### src/rtl/seq_gen_controller.sv
// rtl/seq_gen_controller.sv - programmable first/last up/down count sequencer with pass counting
module seq_gen_controller #(
    parameter int WIDTH = 4,
    parameter int REP_W = 4
) (
    input  logic             clk,
    input  logic             reset,
    input  logic             start,
    input  logic             pause,
    input  logic             abort,
    input  logic [WIDTH-1:0] cfg_first,
    input  logic [WIDTH-1:0] cfg_last,
    input  logic             cfg_up,
    input  logic [REP_W-1:0] cfg_reps,
    output logic [WIDTH-1:0] count,
    output logic             busy,
    output logic             wrap,
    output logic             done,
    output logic [1:0]       state
);

    typedef enum logic [1:0] {
        S_IDLE = 2'd0,
        S_RUN  = 2'd1,
        S_DONE = 2'd2
    } state_t;

    state_t            cur_state, nxt_state;
    logic [WIDTH-1:0]  count_n;
    logic              wrap_n, done_n;
    logic [REP_W-1:0]  pass_q, pass_n;
    logic [WIDTH-1:0]  first_q, first_n, last_q, last_n;
    logic              up_q, up_n;
    logic [REP_W-1:0]  reps_q, reps_n;

    always_ff @(posedge clk or posedge reset) begin
        if (reset) begin
            cur_state <= S_IDLE;
            count     <= '0;
            busy      <= 1'b0;
            wrap      <= 1'b0;
            done      <= 1'b0;
            pass_q    <= '0;
            first_q   <= '0;
            last_q    <= '0;
            up_q      <= 1'b0;
            reps_q    <= '0;
        end else begin
            cur_state <= nxt_state;
            count     <= count_n;
            busy      <= (nxt_state == S_RUN);
            wrap      <= wrap_n;
            done      <= done_n;
            pass_q    <= pass_n;
            first_q   <= first_n;
            last_q    <= last_n;
            up_q      <= up_n;
            reps_q    <= reps_n;
        end
    end

    always_comb begin
        nxt_state = cur_state;
        count_n   = count;
        wrap_n    = 1'b0;
        done_n    = 1'b0;
        pass_n    = pass_q;
        first_n   = first_q;
        last_n    = last_q;
        up_n      = up_q;
        reps_n    = reps_q;

        if (abort) begin
            nxt_state = S_IDLE;
            count_n   = '0;
            pass_n    = '0;
        end else begin
            case (cur_state)
                S_IDLE, S_DONE: begin
                    if (start) begin
                        first_n   = cfg_first;
                        last_n    = cfg_last;
                        up_n      = cfg_up;
                        reps_n    = cfg_reps;
                        count_n   = cfg_first;
                        pass_n    = '0;
                        nxt_state = S_RUN;
                    end
                end
                S_RUN: begin
                    if (!pause) begin
                        if (count != last_q) begin
                            count_n = up_q ? count + WIDTH'(1) : count - WIDTH'(1);
                        end else if (reps_q != '0 && (pass_q + REP_W'(1)) == reps_q) begin
                            nxt_state = S_DONE;
                            done_n    = 1'b1;
                        end else begin
                            count_n = first_q;
                            wrap_n  = 1'b1;
                            // Saturate so an endless run (reps=0) never rolls the counter over.
                            if (pass_q != '1) pass_n = pass_q + REP_W'(1);
                        end
                    end
                end
                default: begin
                    nxt_state = S_IDLE;
                    count_n   = '0;
                    pass_n    = '0;
                end
            endcase
        end
    end

    assign state = cur_state;

endmodule

### config.mk
export PLATFORM = sky130hd
export DESIGN_NAME = seq_gen_controller
export DESIGN_NICKNAME = d
export VERILOG_FILES = /design/src/rtl/seq_gen_controller.sv
export SDC_FILE = /design/constraint.sdc
export NUM_CORES = 1
export LEC_CHECK = 0
export ABC_AREA = 1
export CAP_MARGIN = 20
export CORE_ASPECT_RATIO = 2
export CORE_UTILIZATION = 48
export DETAILED_ROUTE_END_ITERATION = 10
export PLACE_DENSITY = 0.74
export SLEW_MARGIN = 20
export SYNTH_ARGS = -nofsm -noshare
export SYNTH_HDL_FRONTEND = slang
export SYNTH_SLANG_ARGS = --single-unit
### constraint.sdc
create_clock -name clk -period 2.05 [get_ports clk]
set_input_delay 0.5125 -clock clk [delete_from_list [all_inputs] [get_ports clk]]
set_output_delay 0.5125 -clock clk [all_outputs]
set_load 0.05 [all_outputs]
Word-level counts from Yosys, hierarchy flattened
Index checks and enable logic that the tools add are counted.
{ "op_classes": {"n_eq_ne": 12, "reduce_logical": 7, "n_addsub": 3, "n_bitwise": 1, "muxes": 30} }
{ "op_table": {"columns": ["cell", "n"], "rows": [
  ["$mux W4", 12],
  ["$pmux W4 S2", 2],
  ["$ne A3 B3 Y1 const B", 5],
  ["$mux W1", 10],
  ["$mux W2", 5],
  ["$add A4 B1 Y4 const B", 2],
  ["$ne A4 B4 Y1 const B", 2],
  ["$reduce_and A3 Y1", 2],
  ["$reduce_and A5 Y1", 1],
  ["$eq A2 B1 Y1 const B", 2],
  ["$eq A4 B4 Y1", 1],
  ["$ne A4 B4 Y1", 1],
  ["$pmux W2 S2", 1],
  ["$reduce_bool A4 Y1", 1],
  ["$sub A4 B1 Y4 const B", 1],
  ["$eq A2 B2 Y1 const B", 1],
  ["$logic_not A2 Y1", 1],
  ["$reduce_or A2 Y1", 1],
  ["$logic_and A1 B1 Y1", 1],
  ["$not A1 Y1", 1]
]} }
{ "totals": {"output_inout_bits": 9, "register_bits": 26, "in_bits": 18, "elab_cells": 63} }

Longest topological paths before layout
{ "depth": {"depth_word": 9, "depth_mapped": 13, "depth_no_buf": 13} }

Worst setup path after synthesis
Ideal clock, no wire load.
{ "synth_path": {"path_kind": "reg2reg", "from": "register count[2]", "to": "register count[3]", "period_less_slack_ns": 1.702, "setup_time_ns": 0.118, "path_buffers": 0, "path_stages_with_launch": 10, "required_time_ns": 1.932, "t_arrival_ns": 1.584, "slack_ns": 0.348, "path_cell_list": "dfrtp_1 ha_1 a21oi_1 nand2_1 xnor2_1 nand2_1 nand3_1 nand2_1 nand3_1 nand2_1"} }
{ "synth_between": {"elab_chain_cells": 6, "word_cells_on_any_way": 10, "classes_between": "add/sub (2); eq/ne (2); mux (5); reduce/logical (1)"} }
{ "synth_lines": {"columns": ["element", "line", "text"], "rows": [
  ["from (decl)", "15", "output logic [WIDTH-1:0] count,"],
  ["from (signal assigned)", "50", "count <= count_n;"],
  ["$sub A4 B1 Y4 or $add A4 B1 Y4 (tied branches)", "93", "count_n = up_q ? count + WIDTH'(1) : count - WIDTH'(1);"],
  ["$mux W4", "93", null],
  ["$mux W4", "92", "if (count != last_q) begin"],
  ["$mux W4", "91", "if (!pause) begin"],
  ["$pmux W4 S2", "78", "case (cur_state)"],
  ["$mux W4", "73", "if (abort) begin"]
]} }
Several ways; a longest one is shown, not always the timed one. The select of a mux whose other input is x is not followed.
A chain may end at the register's enable or synchronous reset.

Final worst setup path
{ "layout_path": {"from": "register busy", "to": "output port busy"} }
{ "layout_rtl": {"columns": ["element", "line", "text"], "rows": [
  ["from (decl)", "16", "output logic busy,"],
  ["from (signal assigned)", "51", "busy <= (nxt_state == S_RUN);"]
]} }
No word-level cell between the ends.

==> flow_summary_export.csv <==
group,metric,value,unit
power,internal_power,948,µW
logic_synthesis,ys_warn_count,0,
critical_path,critPathLaunchType,"register",
finish,fillers,285,
critical_path,crit_family,"buffers and inverters",
critical_path,cp_num_cells,1,
sta,skew,0.00505,ns
drt,avgViaCountPerCell,5.28,
finish,final_nets,232,
finish,finish.instance_area,1830,µm²
clocking,post_cts.repair.setup_buffers,0,
sta,holdWs,0.525,ns
critical_path,worst-path-buf-inv,1,
clocking,holdBufCountCts,0,
drt,postRouteAntennaNets,0,
place,hpwl,2.46,mm
sta,setup_tns,0,ns
clocking,cts_root_buf,"clkbuf_8",
global_routing,first_global_vias,1285,
logic_synthesis,netlist_area,1490,µm²
critical_path,ff2ff_path_depth,12,
power,peakVddDrop,0.528,mV
outcome,status,"completed",
global_routing,track_usage,22.0,%
sta,rsz0062_at_grt,"no",
sta,setup_ws,0.144,ns
power,p_per_area,817,nW/µm²
global_routing,grt_max_degree,27,
critical_path,crit_chain,"clkdlybuf4s50_1",
clocking,clk_latency,0.27,ns
drt,wl_per_cell,13.0,µm
global_routing,antenna_found_initial,0,
critical_path,required,1.54,ns
clocking,cts_buffers,3,
logic_synthesis,synth_fp_nets,200,
global_routing,grt_overflow_total,0,
sta,max_freq,525,MHz
clocking,clk_pin_slew_worst_paths,0.08,ns
critical_path,critical_path_class,"reg -> out",
critical_path,slowest_stage,"clkdlybuf4s50_1",
drt,routed_wirelength,3.09,mm
sta,final_max_slew_viol_count,0,
global_routing,grt_pass1_wl,5.04,mm
power,leakage,0.933,nW
power,p_seq_share,43.9,%
clocking,cts_buffer_depth,2,
critical_path,end_kind,"output port",
hold_path,holdPathStages,1,
finish,layout_common_cells,"nand2_1 (53), dfrtp_1 (26), clkdlybuf4s50_1 (20)",
finish,drive_gt1_share,17.3,%
power,clockPowerShare,18.9,%
logic_synthesis,ys_seq_area_share,43.8,%
drt,drt_iter0_drc,23,
drt,vias,1256,
sta,hold_violations,0,
clocking,cts.repair.resized,0,
power,p_switching,551,µW
clocking,htree_num_levels,1,
floorplanning,rows,28,
sta,post-route-min-period,1.91,ns
clocking,cts.sinks,26,
floorplanning,die-area,3330,µm²
floorplanning,die_y,80.7,µm
sta,worstMarginPinSlew,0.493,ns
power,p_sw_share,36.7,%
logic_synthesis,synth.distinct_cells,24,
finish,final_common_cell,"nand2_1",
floorplanning,initial_core_util,50.5,%
critical_path,critical_path_arrival,1.39,ns
place,place_ws,0.110,ns
critical_path,path_max_fanout,1,
sta,fin_crit_sh,93.0,%
run,maxCapViolCount,0,
logic_synthesis,syn_avg_cell_area,8.34,µm²
floorplanning,core_area,2940,µm²
clocking,cts_tree,"done",
critical_path,slowest_delay,0.79,ns
sta,slew_headroom,67.0,%
place,placed_cell_area,1790,µm²
floorplanning,fp.dieW,41.3,µm
hold_path,hold_class,"reg -> reg",
logic_synthesis,syn_inst,178,
floorplanning,ios,27,
finish,insertedDiodeCount,0,
drt,drc,0,
place,io_buffers,26,
sta,setup_violations,0,
drt,first_pass_iters,4,
power,power_frac_comb,37.3,%
finish,syn_to_final_growth,23.5,%
logic_synthesis,ys_ff_latch,26,
place,gp_congestion,0.898,
[state kept, by name (all words and copies together) (netlist names)]
signal	flops
wrap	1
pass_q	4
count	4
state	2
last_q	4
done	1
busy	1
up_q	1
first_q	4
reps_q	4
[layout make-up]
type / count / area [µm²] / share of cell area [%]
flip-flops and latches: 26 / 651 / 35.5
inverters: 18 / 67.6 / 3.68
multi-input cells: 132 / 757 / 41.3
well taps: 30 / 37.5 / 2.05
repair buffers: 29 / 280 / 15.3
clock buffers: 3 / 41.3 / 2.25
[worst paths after layout]
| kind | to | slack (ns) | startpoint |
|---|---|---|---|
| max in group asynchronous | pass_q[2] | 1.22 | reset |
| setup / recovery | busy | 0.14 | busy |
| min in group asynchronous | up_q | 0.58 | reset |
| hold / removal | first_q[1] | 0.52 | first_q[1] |
| setup reg to reg | count[3] | 0.19 | pass_q[0] |
| hold reg to reg | first_q[1] | 0.52 | first_q[1] |
[synth_stat cells (all sizes together)]
| master | number | share of area [%] |
|---|---|---|
| nand2 | 59 | 17 |
| xnor2 | 3 | 1.8 |
| nand3 | 19 | 6.7 |
| mux2 | 7 | 5.3 |
| inv | 17 | 4.3 |
| a21oi | 10 | 4.1 |
| ha | 3 | 2.5 |
| xor2 | 4 | 2.4 |
| dfrtp | 26 | 44 |
| nand4 | 1 | 0.42 |
| nor3 | 2 | 0.67 |
| nand3b | 2 | 1.0 |
| clkinv | 1 | 0.25 |
| buf | 2 | 0.67 |
| fa | 1 | 1.3 |
| nor2 | 21 | 7.8 |
[power groups by stage]
stage	sequential, mW	combinational [mW]	clock (mW)
floorplan	0.728	0.342	0
global placement	0.667	0.545	0
detailed placement	0.671	0.557	0
CTS	0.659	0.563	0.288
global route	0.668	0.618	0.302
finish	0.658	0.559	0.283
[routing by layer]
metal	global-route usage [%]	routed length, µm	vias to the layer above
met1	19.7	1060	595
met4	10.6	94	0
met5	0	0	-
met2	42.7	1840	28
met3	1.66	96	7
li1	-	-	626
[per-stage QoR]
step | cells | total power [mW] | util (%)
floorplan | 178 | 1.07 | -
global placement | 235 | 1.21 | 60.9
detailed placement | 235 | 1.23 | 60.9
global route | 238 | 1.59 | 62.3
finish | 238 | 1.50 | 62.3
CTS | 238 | 1.51 | 62.3
[cell families after synthesis]
group           after synthesis  synth area share, %
compound gates               10                 4.13
mux                           7                 5.31
buf+inv                      20                 5.22
flops                        26                 43.8
simple gates                104                 33.5
fa+ha+maj                     4                 3.88
xor+xnor                      7                 4.13
Note: power is estimated with default switching activity, not from simulation.
